## src/rtl/voq_scheduler_pkg.sv

```systemverilog
// Switch-wide scheduler definitions: VOQ count, VOQ index type and scheduler state encoding.
package voq_scheduler_pkg;
  localparam int NUM_VOQ = 4;
  localparam int VOQ_W   = 2;

  typedef logic [VOQ_W-1:0] voq_idx_t;

  typedef enum logic [1:0] {
    ST_IDLE,
    ST_PICK,
    ST_ISSUE,
    ST_WAIT
  } sched_state_t;
endpackage

```

## src/rtl/voq_scheduler_rr_select.sv

```systemverilog
// Combinational round-robin finder: first set bit of req scanning upward from start, wrapping.
module rr_select
  import voq_scheduler_pkg::*;
(
  input  logic [NUM_VOQ-1:0] req,
  input  voq_idx_t           start,
  output logic               none_set,
  output voq_idx_t           idx
);
  logic [NUM_VOQ-1:0] rot;

  always_comb begin
    // rot[k] holds request (start + k) mod NUM_VOQ
    rot      = NUM_VOQ'({req, req} >> start);
    none_set = (req == '0);
    idx      = start;
    for (int k = NUM_VOQ - 1; k >= 0; k--) begin
      if (rot[k]) idx = start + voq_idx_t'(k);
    end
  end
endmodule

```

## src/rtl/voq_scheduler.sv

```systemverilog
// Per-ingress VOQ scheduler: occupancy counters, round-robin pick and dequeue handshake FSM.
// Optional VOQ_SCHED_STATS_EN adds saturating per-VOQ grant counters on port grant_cnt.
module voq_scheduler #(
  parameter int NUM_VOQ = voq_scheduler_pkg::NUM_VOQ,
  parameter int CNT_W   = 8
) (
  input  logic               clk,
  input  logic               reset,
  input  logic               sched_start,
  input  logic               enq_valid,
  input  logic [1:0]         enq_voq,
  input  logic [NUM_VOQ-1:0] egress_ready,
  input  logic               deq_ready,
  input  logic               deq_done,
  output logic               deq_valid,
  output logic [1:0]         deq_voq,
  output logic [NUM_VOQ-1:0] voq_empty,
  output logic               busy,
  output logic               overflow
`ifdef VOQ_SCHED_STATS_EN
  ,
  output logic [NUM_VOQ-1:0][15:0] grant_cnt
`endif
);
  import voq_scheduler_pkg::*;

  sched_state_t       state_reg;
  voq_idx_t           rr_ptr_reg;
  logic [NUM_VOQ-1:0] eligible;
  logic [NUM_VOQ-1:0] full_hit;
  logic               accept;
  logic               none_set;
  voq_idx_t           pick_idx;

  assign accept   = deq_valid & deq_ready;
  assign eligible = ~voq_empty & egress_ready;

  genvar gi;
  generate
    for (gi = 0; gi < NUM_VOQ; gi++) begin : g_voq
      logic [CNT_W-1:0] count_reg;
      logic             enq_hit;
      logic             acc_hit;

      assign enq_hit = enq_valid && (enq_voq == voq_idx_t'(gi));
      assign acc_hit = accept && (deq_voq == voq_idx_t'(gi));

      // Simultaneous enqueue and accept cancel; a full counter drops the enqueue.
      always_ff @(posedge clk) begin
        if (reset) begin
          count_reg <= '0;
        end else if (enq_hit && !acc_hit) begin
          if (count_reg != '1) count_reg <= count_reg + 1'b1;
        end else if (acc_hit && !enq_hit) begin
          count_reg <= count_reg - 1'b1;
        end
      end

      assign voq_empty[gi] = (count_reg == '0);
      assign full_hit[gi]  = enq_hit && !acc_hit && (count_reg == '1);

`ifdef VOQ_SCHED_STATS_EN
      logic [15:0] grant_reg;
      always_ff @(posedge clk) begin
        if (reset) begin
          grant_reg <= '0;
        end else if (acc_hit && grant_reg != 16'hFFFF) begin
          grant_reg <= grant_reg + 16'd1;
        end
      end
      assign grant_cnt[gi] = grant_reg;
`endif
    end
  endgenerate

  always_ff @(posedge clk) begin
    if (reset) begin
      overflow <= 1'b0;
    end else if (|full_hit) begin
      overflow <= 1'b1;
    end
  end

  rr_select u_rr_select (
    .req      (eligible),
    .start    (rr_ptr_reg),
    .none_set (none_set),
    .idx      (pick_idx)
  );

  always_ff @(posedge clk) begin
    if (reset) begin
      state_reg  <= ST_IDLE;
      rr_ptr_reg <= '0;
      deq_valid  <= 1'b0;
      deq_voq    <= '0;
      busy       <= 1'b0;
    end else begin
      case (state_reg)
        ST_IDLE: begin
          if (sched_start) begin
            state_reg <= ST_PICK;
            busy      <= 1'b1;
          end
        end
        ST_PICK: begin
          if (none_set) begin
            state_reg <= ST_IDLE;
            busy      <= 1'b0;
          end else begin
            state_reg <= ST_ISSUE;
            deq_voq   <= pick_idx;
            deq_valid <= 1'b1;
          end
        end
        ST_ISSUE: begin
          if (deq_ready) begin
            state_reg  <= ST_WAIT;
            deq_valid  <= 1'b0;
            rr_ptr_reg <= deq_voq + 2'd1;
          end
        end
        ST_WAIT: begin
          if (deq_done) begin
            state_reg <= ST_IDLE;
            busy      <= 1'b0;
          end
        end
      endcase
    end
  end
endmodule

```

## config.mk

```make
export PLATFORM = sky130hd
export DESIGN_NAME = voq_scheduler
export DESIGN_NICKNAME = d
export VERILOG_FILES = /design/src/rtl/voq_scheduler_pkg.sv /design/src/rtl/voq_scheduler_rr_select.sv /design/src/rtl/voq_scheduler.sv
export SDC_FILE = /design/constraint.sdc
export NUM_CORES = 1
export LEC_CHECK = 0
export ABC_AREA = 1
export ABC_CLOCK_PERIOD_IN_PS = 3070
export BUFFER_PORTS_ARGS = -buffer_cell sky130_fd_sc_hd__buf_2
export CORE_MARGIN = 8
export CORE_UTILIZATION = 42
export CTS_CLUSTER_SIZE = 25
export DETAILED_ROUTE_END_ITERATION = 16
export SLEW_MARGIN = 5
export SYNTH_ARGS = -nofsm -noshare
export SYNTH_HDL_FRONTEND = slang
export SYNTH_SLANG_ARGS = --single-unit
```

## constraint.sdc

```tcl
create_clock -name clk -period 3.07 [get_ports clk]
set_input_delay 0.307 -clock clk [delete_from_list [all_inputs] [get_ports clk]]
set_output_delay 0.307 -clock clk [all_outputs]
set_load 0.01 [all_outputs]
```

==> impl_metrics.py <==
metrics = {
    "grt": {
        "grt_start_max_net_pins": 20,
        "grt_pass1_vias": 2551,
        "grt_pass1_wl_um": 11500,
        "antenna_found_initial": 0,
        "grt-ovfl-total": 0,
        "grt.total_usage_pct": 13.7,
    },
    "setup_path": {
        "worst_ep_required_time_ns": 3.26,
        "crit_path_end_kind": "flip-flop",
        "crit_arrival_ns": 2.77,
        "path_max_fanout": 8,
        "crit_type": "reg2reg",
        "start_kind": "flip-flop",
    },
    "finish": {
        "largest_reg_flops": 32,
        "antennaDiodeCount": 0,
        "final_cell_mix": "68 x nand2_1, 65 x a21oi_1, 59 x inv_1",
        "nFillCells": 767,
        "area_growth_pct": 8.28,
        "layout_commonest_cell": "nand2_1",
        "drive_gt1_share_pct": 10.8,
        "finalNetCount": 509,
        "layout.cells.non_filler": 564,
    },
    "synthesis": {
        "synth_cell_types": 34,
        "ys_warn_count": 0,
        "synth_ff_type": "dfxtp_1",
        "synth_edf_count": 0,
        "synthCells": 445,
        "async_reset_ff_share_pct": 0,
        "synth_nets": 490,
        "synth.avg_cell_area_um2": 6.96,
        "syn-cell-area_um2": 3100,
        "synth_seq_cells": 41,
        "yosysSeqAreaShare_pct": 26.5,
    },
    "route": {
        "ant_nets": 0,
        "vias_per_cell": 5.00,
        "vias": 2818,
        "wl_um": 6790,
        "detail_route.first_pass.iterations": 4,
        "drt_iter0_markers": 126,
        "drc": 0,
        "route.detailed.wl_per_inst_um": 12.0,
    },
    "flow_run": {
        "drv_cap": 0,
    },
    "floorplan": {
        "start_util_pct": 42.9,
        "fp.dieW_um": 102,
        "io_pins": 21,
        "fp.dieArea_um2": 10400,
        "rows": 31,
        "coreArea_um2": 7210,
        "die_h_um": 102,
    },
    "placement": {
        "gp_congestion": 0.841,
        "port_buffers": 20,
        "dp_cells": 556,
        "dp_hpwl_um": 5320,
    },
    "pwr": {
        "ir_drop_mv": 0.293,
        "power_density_nw_per_um2": 522,
        "leakagePower_nw": 1.59,
        "p_total_mw": 1.75,
    },
    "sta": {
        "max_slew_margin_pct": 63.7,
        "tightest_slew_ns": 0.545,
        "setup_tns_ns": 0,
        "slew_viol_final": 0,
        "finalCriticalPeriod_ns": 2.59,
        "whs_ns": 0.282,
        "fmax_mhz": 386,
        "finalClockSkew_ns": 0.0106,
        "fin_crit_sh_pct": 84.3,
        "setup_viol": 0,
        "hold_violations": 0,
        "rsz0062_at_grt": "no",
    },
    "worst_hold_path": {
        "hold_class": "in2reg",
    },
    "clock_network": {
        "cts_tree": "yes",
        "cts-htree-levels": 2,
        "post_cts_buffers": 0,
        "clkLatencyLatePin_ns": 0.30,
        "ctsResizeCount": 0,
        "clk_pin_slew_ns": 0.08,
        "clock-sinks": 41,
        "ctsHoldBuffers": 0,
        "root_buffer": "clkbuf_8",
        "cts_buffer_depth": 2,
        "cts_made_buffers": 5,
    },
    "status": {
        "status": "finished, final reports clean",
    },
}
-- cell usage after synthesis, types with 2 or more instances --
cell / number / area [um^2]
inv_1: 59 / 221
a21oi_1: 65 / 325
inv_2: 7 / 26.3
a21oi_2: 6 / 52.6
buf_6: 2 / 22.5
clkbuf_1: 4 / 15.0
dfxtp_1: 41 / 821
xnor2_1: 8 / 70.1
nor4_1: 2 / 12.5
nor2_1: 31 / 116
nand4_1: 9 / 56.3
nand2_1: 68 / 255
buf_4: 2 / 15.0
a211oi_1: 2 / 15.0
o21ai_1: 5 / 25.0
or2_2: 4 / 25.0
xor2_1: 13 / 114
o21ai_0: 35 / 175
ha_1: 29 / 363
fa_1: 4 / 80.1
nand3_1: 36 / 180
-- report_power, final --
part           leakage [nW]  switching (mW)  total (mW)  internal, mW
clock                0.0450           0.198       0.356         0.158
sequential            0.336          0.0676       0.665         0.598
combinational          1.20           0.442       0.730         0.288
-- cells by family (layout without fill, tap and decap cells) --
| logic type | Yosys count | after routing | synth area share [%] |
|---|---|---|---|
| adder cells (fa/ha/maj) | 33 | 33 | 14.3 |
| AO/OA/AOI/OAI | 120 | 120 | 21.5 |
| flip-flops | 41 | 41 | 26.5 |
| AND/OR/NAND/NOR | 155 | 155 | 21.9 |
| XOR/XNOR | 21 | 21 | 5.94 |
| buffers and inverters | 75 | 95 | 9.86 |
-- through the flow --
| step | utilization [%] | setup slack [ns] | instance area [um^2] |
|---|---|---|---|
| finish | 46.5 | 0.482 | 3350 |
| global route | 46.5 | 0.288 | 3350 |
| CTS | 46.5 | 0.482 | 3350 |
| detailed placement | 45.3 | 0.419 | 3270 |
| global placement | 45.3 | 0.515 | 3270 |
| floorplan | - | 0.776 | 3100 |
-- critical path: stages (launching register included) --
cell and delay [ns]:
dfxtp_1 0.38, inv_1 0.11, ha_1 0.23, a21oi_2 0.21, inv_1 0.19, ha_1 0.39
a21oi_1 0.22, nand2_1 0.12, a21oi_1 0.20, or2_2 0.14, nand3_1 0.08, o21ai_0 0.15
a21oi_1 0.05
-- area by class of cell --
| class | instances | area [um^2] | area share, % |
|---|---|---|---|
| Multi-Input combinational cell | 329 | 1970 | 58.8 |
| Sequential cell | 41 | 821 | 24.5 |
| Inverter | 66 | 248 | 7.39 |
| Tap cell | 99 | 124 | 3.69 |
| Timing Repair Buffer | 21 | 108 | 3.21 |
| Clock buffer | 6 | 72.6 | 2.16 |
| Clock inverter | 2 | 10.0 | 0.299 |
-- worst paths after layout --
check | startpoint | endpoint | slack, ns | cells after the start
worst max-delay path | deq_voq[0] | g_voq[2].count_reg[7] | 0.48 | 12
worst min-delay path | reset | g_voq[2].count_reg[1] | 0.28 | 2
worst max register to register | deq_voq[0] | g_voq[2].count_reg[7] | 0.48 | 12
worst min register to register | busy | busy | 0.47 | 2
-- metal layers --
metal	up-vias	wire length (um)	global-route usage, %
met5	-	0	0
li1	1527	-	-
met1	1276	3260	16.7
met4	0	56	4.18
met3	4	124	2.59
met2	11	3350	23.8
No activity file was read; power rests on OpenSTA's default activity.
